File: config.mk
export PLATFORM = sky130hd
export DESIGN_NAME = param_seq_detect
export DESIGN_NICKNAME = d
export VERILOG_FILES = /design/src/rtl/param_seq_detect_pkg.sv /design/src/rtl/param_seq_detect_hit_counter.sv /design/src/rtl/param_seq_detect.sv
export SDC_FILE = /design/constraint.sdc
export NUM_CORES = 1
export LEC_CHECK = 0
export ABC_AREA = 1
export BUFFER_PORTS_ARGS = -buffer_cell sky130_fd_sc_hd__buf_2
export CAP_MARGIN = 20
export CORE_MARGIN = 2
export CORE_UTILIZATION = 50
export DETAILED_ROUTE_END_ITERATION = 10
export PLACE_DENSITY = 0.73
export SYNTH_ARGS = -nofsm -noshare
export SYNTH_HDL_FRONTEND = slang
export SYNTH_SLANG_ARGS = --single-unit
File: constraint.sdc
create_clock -name clk -period 1.5 [get_ports clk]
set_input_delay 0.225 -clock clk [delete_from_list [all_inputs] [get_ports clk]]
set_output_delay 0.225 -clock clk [all_outputs]
set_load 0.01 [all_outputs]
File: src/rtl/param_seq_detect_pkg.sv
// Shared state encoding and config helpers for the runtime-configurable sequence detector.
package param_seq_detect_pkg;

    localparam int ST_W = 2;

    typedef enum logic [ST_W-1:0] {
        IDLE  = 2'd0,
        FILL  = 2'd1,
        ARMED = 2'd2
    } state_t;

    function automatic logic cfg_len_ok(input int len, input int max_len);
        return (len >= 1) && (len <= max_len);
    endfunction

endpackage

File: src/rtl/param_seq_detect_hit_counter.sv
// Saturating hit counter; a clear always beats a simultaneous increment.
module seq_hit_counter #(
    parameter int CNT_W = 8
) (
    input  logic             clk,
    input  logic             rst,
    input  logic             inc,
    input  logic             clr,
    output logic [CNT_W-1:0] cnt
);

    always_ff @(posedge clk or negedge rst) begin
        if (!rst) begin
            cnt <= '0;
        end else if (clr) begin
            cnt <= '0;
        end else if (inc && (cnt != '1)) begin
            cnt <= cnt + CNT_W'(1);
        end
    end

endmodule

File: src/rtl/param_seq_detect.sv
// Mealy serial-sequence detector with runtime pattern/length/overlap and a saturating hit count.
//   state | meaning
//   IDLE  | no legal configuration loaded yet, det held low
//   FILL  | collecting bits, fewer than len-1 held
//   ARMED | len-1 bits held, next qualified bit can complete a hit
module param_seq_detect
    import param_seq_detect_pkg::*;
#(
    parameter int MAX_LEN = 8,
    parameter int LEN_W   = 4,
    parameter int CNT_W   = 8
) (
    input  logic               clk,
    input  logic               rst,
    input  logic               ser_in,
    input  logic               in_en,
    input  logic               cfg_load,
    input  logic [MAX_LEN-1:0] cfg_pattern,
    input  logic [LEN_W-1:0]   cfg_len,
    input  logic               cfg_overlap,
    input  logic               cnt_clr,
    output logic               det,
    output logic               det_q,
    output logic [CNT_W-1:0]   hit_cnt,
    output logic               armed,
    output logic               cfg_err
);

    state_t             state, state_nxt;
    logic [MAX_LEN-1:0] pat_q;
    logic [LEN_W-1:0]   len_q;
    logic               ovl_q;
    logic [MAX_LEN-2:0] hist, hist_nxt, hist_shift;
    logic [LEN_W-1:0]   fill, fill_nxt;
    logic [MAX_LEN-1:0] window, mask;
    logic               match, load_ok;

    assign load_ok    = cfg_len_ok(int'(cfg_len), MAX_LEN);
    assign window     = {hist, ser_in};
    assign hist_shift = (MAX_LEN-1)'(window);
    assign armed      = (state == ARMED);

    // Only the low len bits of the window/pattern take part in the compare.
    always_comb begin
        mask = '0;
        for (int i = 0; i < MAX_LEN; i++) begin
            mask[i] = (i < int'(len_q));
        end
    end

    assign match = (((window ^ pat_q) & mask) == '0);

    always_comb begin
        state_nxt = state;
        hist_nxt  = hist;
        fill_nxt  = fill;
        det       = 1'b0;
        if (cfg_load) begin
            if (load_ok) begin
                hist_nxt  = '0;
                fill_nxt  = '0;
                state_nxt = (cfg_len == LEN_W'(1)) ? ARMED : FILL;
            end
        end else if (in_en) begin
            unique case (state)
                FILL: begin
                    hist_nxt = hist_shift;
                    fill_nxt = fill + LEN_W'(1);
                    if ((fill + LEN_W'(1)) == (len_q - LEN_W'(1))) begin
                        state_nxt = ARMED;
                    end
                end
                ARMED: begin
                    if (match) begin
                        det = 1'b1;
                        if (ovl_q) begin
                            hist_nxt = hist_shift;
                        end else begin
                            hist_nxt  = '0;
                            fill_nxt  = '0;
                            state_nxt = (len_q == LEN_W'(1)) ? ARMED : FILL;
                        end
                    end else begin
                        hist_nxt = hist_shift;
                    end
                end
                default: ;
            endcase
        end
    end

    always_ff @(posedge clk or negedge rst) begin
        if (!rst) begin
            state   <= IDLE;
            pat_q   <= '0;
            len_q   <= '0;
            ovl_q   <= 1'b0;
            hist    <= '0;
            fill    <= '0;
            det_q   <= 1'b0;
            cfg_err <= 1'b0;
        end else begin
            state   <= state_nxt;
            hist    <= hist_nxt;
            fill    <= fill_nxt;
            det_q   <= det;
            cfg_err <= cfg_load && !load_ok;
            if (cfg_load && load_ok) begin
                pat_q <= cfg_pattern;
                len_q <= cfg_len;
                ovl_q <= cfg_overlap;
            end
        end
    end

    seq_hit_counter #(.CNT_W(CNT_W)) u_hit_counter (
        .clk (clk),
        .rst (rst),
        .inc (det),
        .clr (cnt_clr),
        .cnt (hit_cnt)
    );

endmodule
==> results.md <==
- cell area reported after detailed placement: 2580 µm²
- final weighted congestion of routability-driven global placement: 0.797
- layout cell share with drive strength beyond 1: 0.321
- Worst setup EP type: flop
- top post-synthesis cells by area: sky130_fd_sc_hd__dfrtp_1 (42%), sky130_fd_sc_hd__nand2_1 (19%), sky130_fd_sc_hd__inv_1 (7.5%)
- n_diodes: 0
- violated checks: negative setup slack
- xor and xnor fraction of the mapped netlist area: 0.0163
- adder and majority gate portion of the synthesized area: 0.0292
- critical path fanouts, max: 5
- vias in the first global route: 1885
- leakage power total: 0.00160 µW
- maximum number of pins on one net before global-route repair: 37
- Detailed Routing Iterations Pass 1: 4
- io pins: 31
- maximum clock frequency: 545 MHz
- type of the worst setup path: reg2reg
- Iteration-0 DRC Markers: 187
- multiplexer share of the synthesized area: 0.00525
- cell internal power dissipation: 2140 µW
- cell type with the highest aggregate area in the netlist: sky130_fd_sc_hd__dfrtp_1
- compound-gate portion of the synthesized area: 0.0606
- detail-routed via count per cell: 5.02
- signed area change from the synthesized netlist to the final layout: 37.9%
- Reg clk slew, reported paths: 0.08 ns
- number of buffers inserted during clock tree synthesis: 5
- post-route cell area: 2960 µm²
- number of standard cells after synthesis: 302
- distinct cell type count of the synthesized netlist: 27
- Die Footprint: 4830 µm²
- worst ir drop on vdd: 0.721 mV
- per-instance average area after synthesis: 7.11 µm²
- Hold Crit Class: in2reg
- Worst path depth: 14
- cell seen most often among critical-path stages: sky130_fd_sc_hd__nand2_1
- detailed-route wire length on metal 1: 2.32 mm
- fraction of the mapped netlist area in simple logic gates: 0.383
- detailed placement HPWL: 3.53 mm
- setup repair after global routing missed its margin: true
- Clk pwr share: 0.255
- core area: 4060 µm²
- power share of the sequential group: 0.368
- DRT antenna net count: 0
- result of the run: complete, but fails checks
- nets: 397
- met3 wirelength from detailed routing: 291 µm
- Finished Layout Cells: 424
- count of final max-slew check failures: 0
- Worst Skew: 0.0114 ns
- overall power after layout: 3360 µW
- worst path cell trace: buf_4 -> ha_4 -> o21ai_1 -> nand2_1 -> nand2_2 -> nor2_4 -> nand2_2 -> nor2_4 -> buf_4 -> buf_6 -> nand2_8 -> nand2_8 -> nand2_1 -> nand2_1
- net switching share of the total power: 0.363
- die width: 69.5 µm
- Yosys reg bits: 36
- setup ws final: -0.336 ns
- GR Overflow Total: 0
- wire length of the first global-routing pass: 8.43 mm
- clock insertion delay at the later pin of the skew report: 0.30 ns
- CTS tree: done
- number of nets in the synthesized netlist: 326
- detail-routed net length per standard cell: 12.3 µm
- Max-Cap Viols: 0
- total of warnings raised by yosys: 0
- clk sink count: 36
- number of buffers inserted by port buffering: 30
- Crit path buffers/inverters: 3
- post-route setup TNS: -4.14 ns
- critical path arrival: 2.03 ns
- min Tclk post-route: 1.84 ns
- proportion of netlist area held by the largest area contributor: 0.420
- Worst Setup Slack post-DPL: -0.168 ns
- initial antenna violation count: 0
- area of the mapped netlist: 2150 µm²
- number of rows in the core area: 23
- Crit path largest cell delay: 0.44 ns
- buffer depth of the longest clock path: 2
- total placed cells including tap cells: 405
- Final Cycle Share: 1.22
- vias after detailed routing: 2128
- die outline height: 69.5 µm
- Setup-failing EPs final: 23
- proportion of synthesized chip area in sequential cells: 0.420
- largest family of logic cells by synthesized area: simple AND/OR/NAND/NOR gates
- cell at the slowest stage of the critical path: sky130_fd_sc_hd__dfrtp_2
- number of cells on the worst reg-to-reg path: 14
- family with the most delay on the worst path: simple AND/OR/NAND/NOR gates
- switching power summed over all nets: 1220 µW
- initial cell density of the core: 0.529
- DRC Markers: 0
- combinational power share: 0.377
- number of H-tree levels: 2
- worst hold path stage count: 2
- gr usage total: 0.214
- total power per unit cell area: 1140 nW/µm²
- final hold violations: 0
- highest metal layer used by the detailed router: met4
- total met2 wirelength after detailed routing: 2.58 mm
- cell at the root of the clock tree: sky130_fd_sc_hd__clkbuf_8
- worst endpoint required time: 1.69 ns
- startpoint kind of the worst setup timing path: flop
- worst slew margin relative to its limit: 0.628
- Total Routed Length: 5.23 mm
- slew at the pin with the worst max-slew slack: 0.557 ns
-- area by class of cell --
class | count | area, µm²
clock inverter | 2 | 35.0
tap | 50 | 62.6
sequential | 36 | 905
fill | 301 | 1100
clock buffer | 6 | 72.6
timing repair buffer | 68 | 479
inverter | 44 | 171
multi-input combinational | 218 | 1230
-- final timing paths --
check,endpoint,startpoint,slack [ns]
min reg2reg,state[1],state[1],0.52
max,u_hit_counter.cnt[7],len_q[0],-0.34
min,pat_q[7],cfg_pattern[7],0.15
max in group asynchronous,len_q[0],rst,0.88
min in group asynchronous,u_hit_counter.cnt[6],rst,0.42
max reg2reg,u_hit_counter.cnt[7],len_q[0],-0.34
-- through the flow --
step                utilization  hold slack [ns]
floorplan                     -          -0.0706
global placement          0.636            0.206
detailed placement        0.636            0.199
CTS                       0.691            0.163
global route              0.729            0.156
finish                    0.729            0.154
-- synth_stat cells --
cell and n:
sky130_fd_sc_hd__nand2_1 110, sky130_fd_sc_hd__inv_1 43, sky130_fd_sc_hd__dfrtp_1 36, sky130_fd_sc_hd__nor2_1 22, sky130_fd_sc_hd__nand3_1 19, sky130_fd_sc_hd__nand4_1 16, sky130_fd_sc_hd__o21ai_0 10, sky130_fd_sc_hd__a21oi_1 9
sky130_fd_sc_hd__nand2_2 6, sky130_fd_sc_hd__ha_1 5, sky130_fd_sc_hd__nor2_4 3, sky130_fd_sc_hd__xor2_1 3, sky130_fd_sc_hd__buf_1 2, sky130_fd_sc_hd__clkbuf_1 2, sky130_fd_sc_hd__nand2_4 2, sky130_fd_sc_hd__nor3b_1 2
sky130_fd_sc_hd__o21bai_1 2, sky130_fd_sc_hd__a22oi_1 1, sky130_fd_sc_hd__buf_2 1, sky130_fd_sc_hd__inv_2 1, sky130_fd_sc_hd__mux2_2 1, sky130_fd_sc_hd__nand3_2 1, sky130_fd_sc_hd__nor3_1 1, sky130_fd_sc_hd__o211ai_1 1
sky130_fd_sc_hd__o21ai_1 1, sky130_fd_sc_hd__or2_1 1, sky130_fd_sc_hd__xnor2_1 1
-- routing by layer --
layer	track usage	vias up
met4	0.0501	0
met3	0.0523	4
met5	0	-
li1	-	1099
met2	0.347	61
met1	0.290	964
-- kinds of logic (layout without fill, tap and decap cells) --
| logic type | after synthesis | after routing |
|---|---|---|
| and+or+nand+nor | 183 | 184 |
| buffers and inverters | 49 | 120 |
| DFF | 36 | 36 |
| AOI/OAI and AO/OA | 24 | 24 |
| adders and majority gates | 5 | 5 |
| xor gates and xnor gates | 4 | 4 |
| muxes | 1 | 1 |
-- registers in the layout, indices dropped and copies added (netlist names) --
name,cells
fill,4
ovl_q,1
state,2
hist,7
u_hit_counter.cnt,8
cfg_err,1
pat_q,8
det_q,1
len_q,4
-- power by group through the flow --
| stage | registers [µW] | logic [µW] | clock network [µW] |
|---|---|---|---|
| floorplan | 1240 | 655 | 0 |
| finish | 1240 | 1270 | 858 |
| detailed placement | 1240 | 1030 | 0 |
| global placement | 1240 | 1010 | 0 |
| global route | 1260 | 1410 | 909 |
| CTS | 1230 | 1130 | 855 |
-- placed cells by master (no fill, tap or decap), types with 3 or more instances in the layout --
master	instances
sky130_fd_sc_hd__a21oi_1	9
sky130_fd_sc_hd__buf_2	29
sky130_fd_sc_hd__buf_4	30
sky130_fd_sc_hd__buf_6	7
sky130_fd_sc_hd__clkbuf_8	5
sky130_fd_sc_hd__dfrtp_1	33
sky130_fd_sc_hd__dfrtp_2	3
sky130_fd_sc_hd__ha_4	3
sky130_fd_sc_hd__inv_1	40
sky130_fd_sc_hd__nand2_1	102
sky130_fd_sc_hd__nand2_2	13
sky130_fd_sc_hd__nand3_1	10
sky130_fd_sc_hd__nand3_2	10
sky130_fd_sc_hd__nand4_1	16
sky130_fd_sc_hd__nor2_1	19
sky130_fd_sc_hd__nor2_4	6
sky130_fd_sc_hd__o21ai_0	6
sky130_fd_sc_hd__o21ai_1	4
sky130_fd_sc_hd__xor2_1	3
-- timing repair --
| item | CTS | global route |
|---|---|---|
| resized for setup | 17 | 30 |
| pin swaps | 11 | 10 |
| hold buffers | 1 | 0 |
| setup endpoints to repair | 22 | 23 |
| cloned | 0 | 1 |
| endpoints found under the hold margin | 36 | 0 |
| buffers inserted | 5 | 7 |
(Power assumes the default switching activity.)
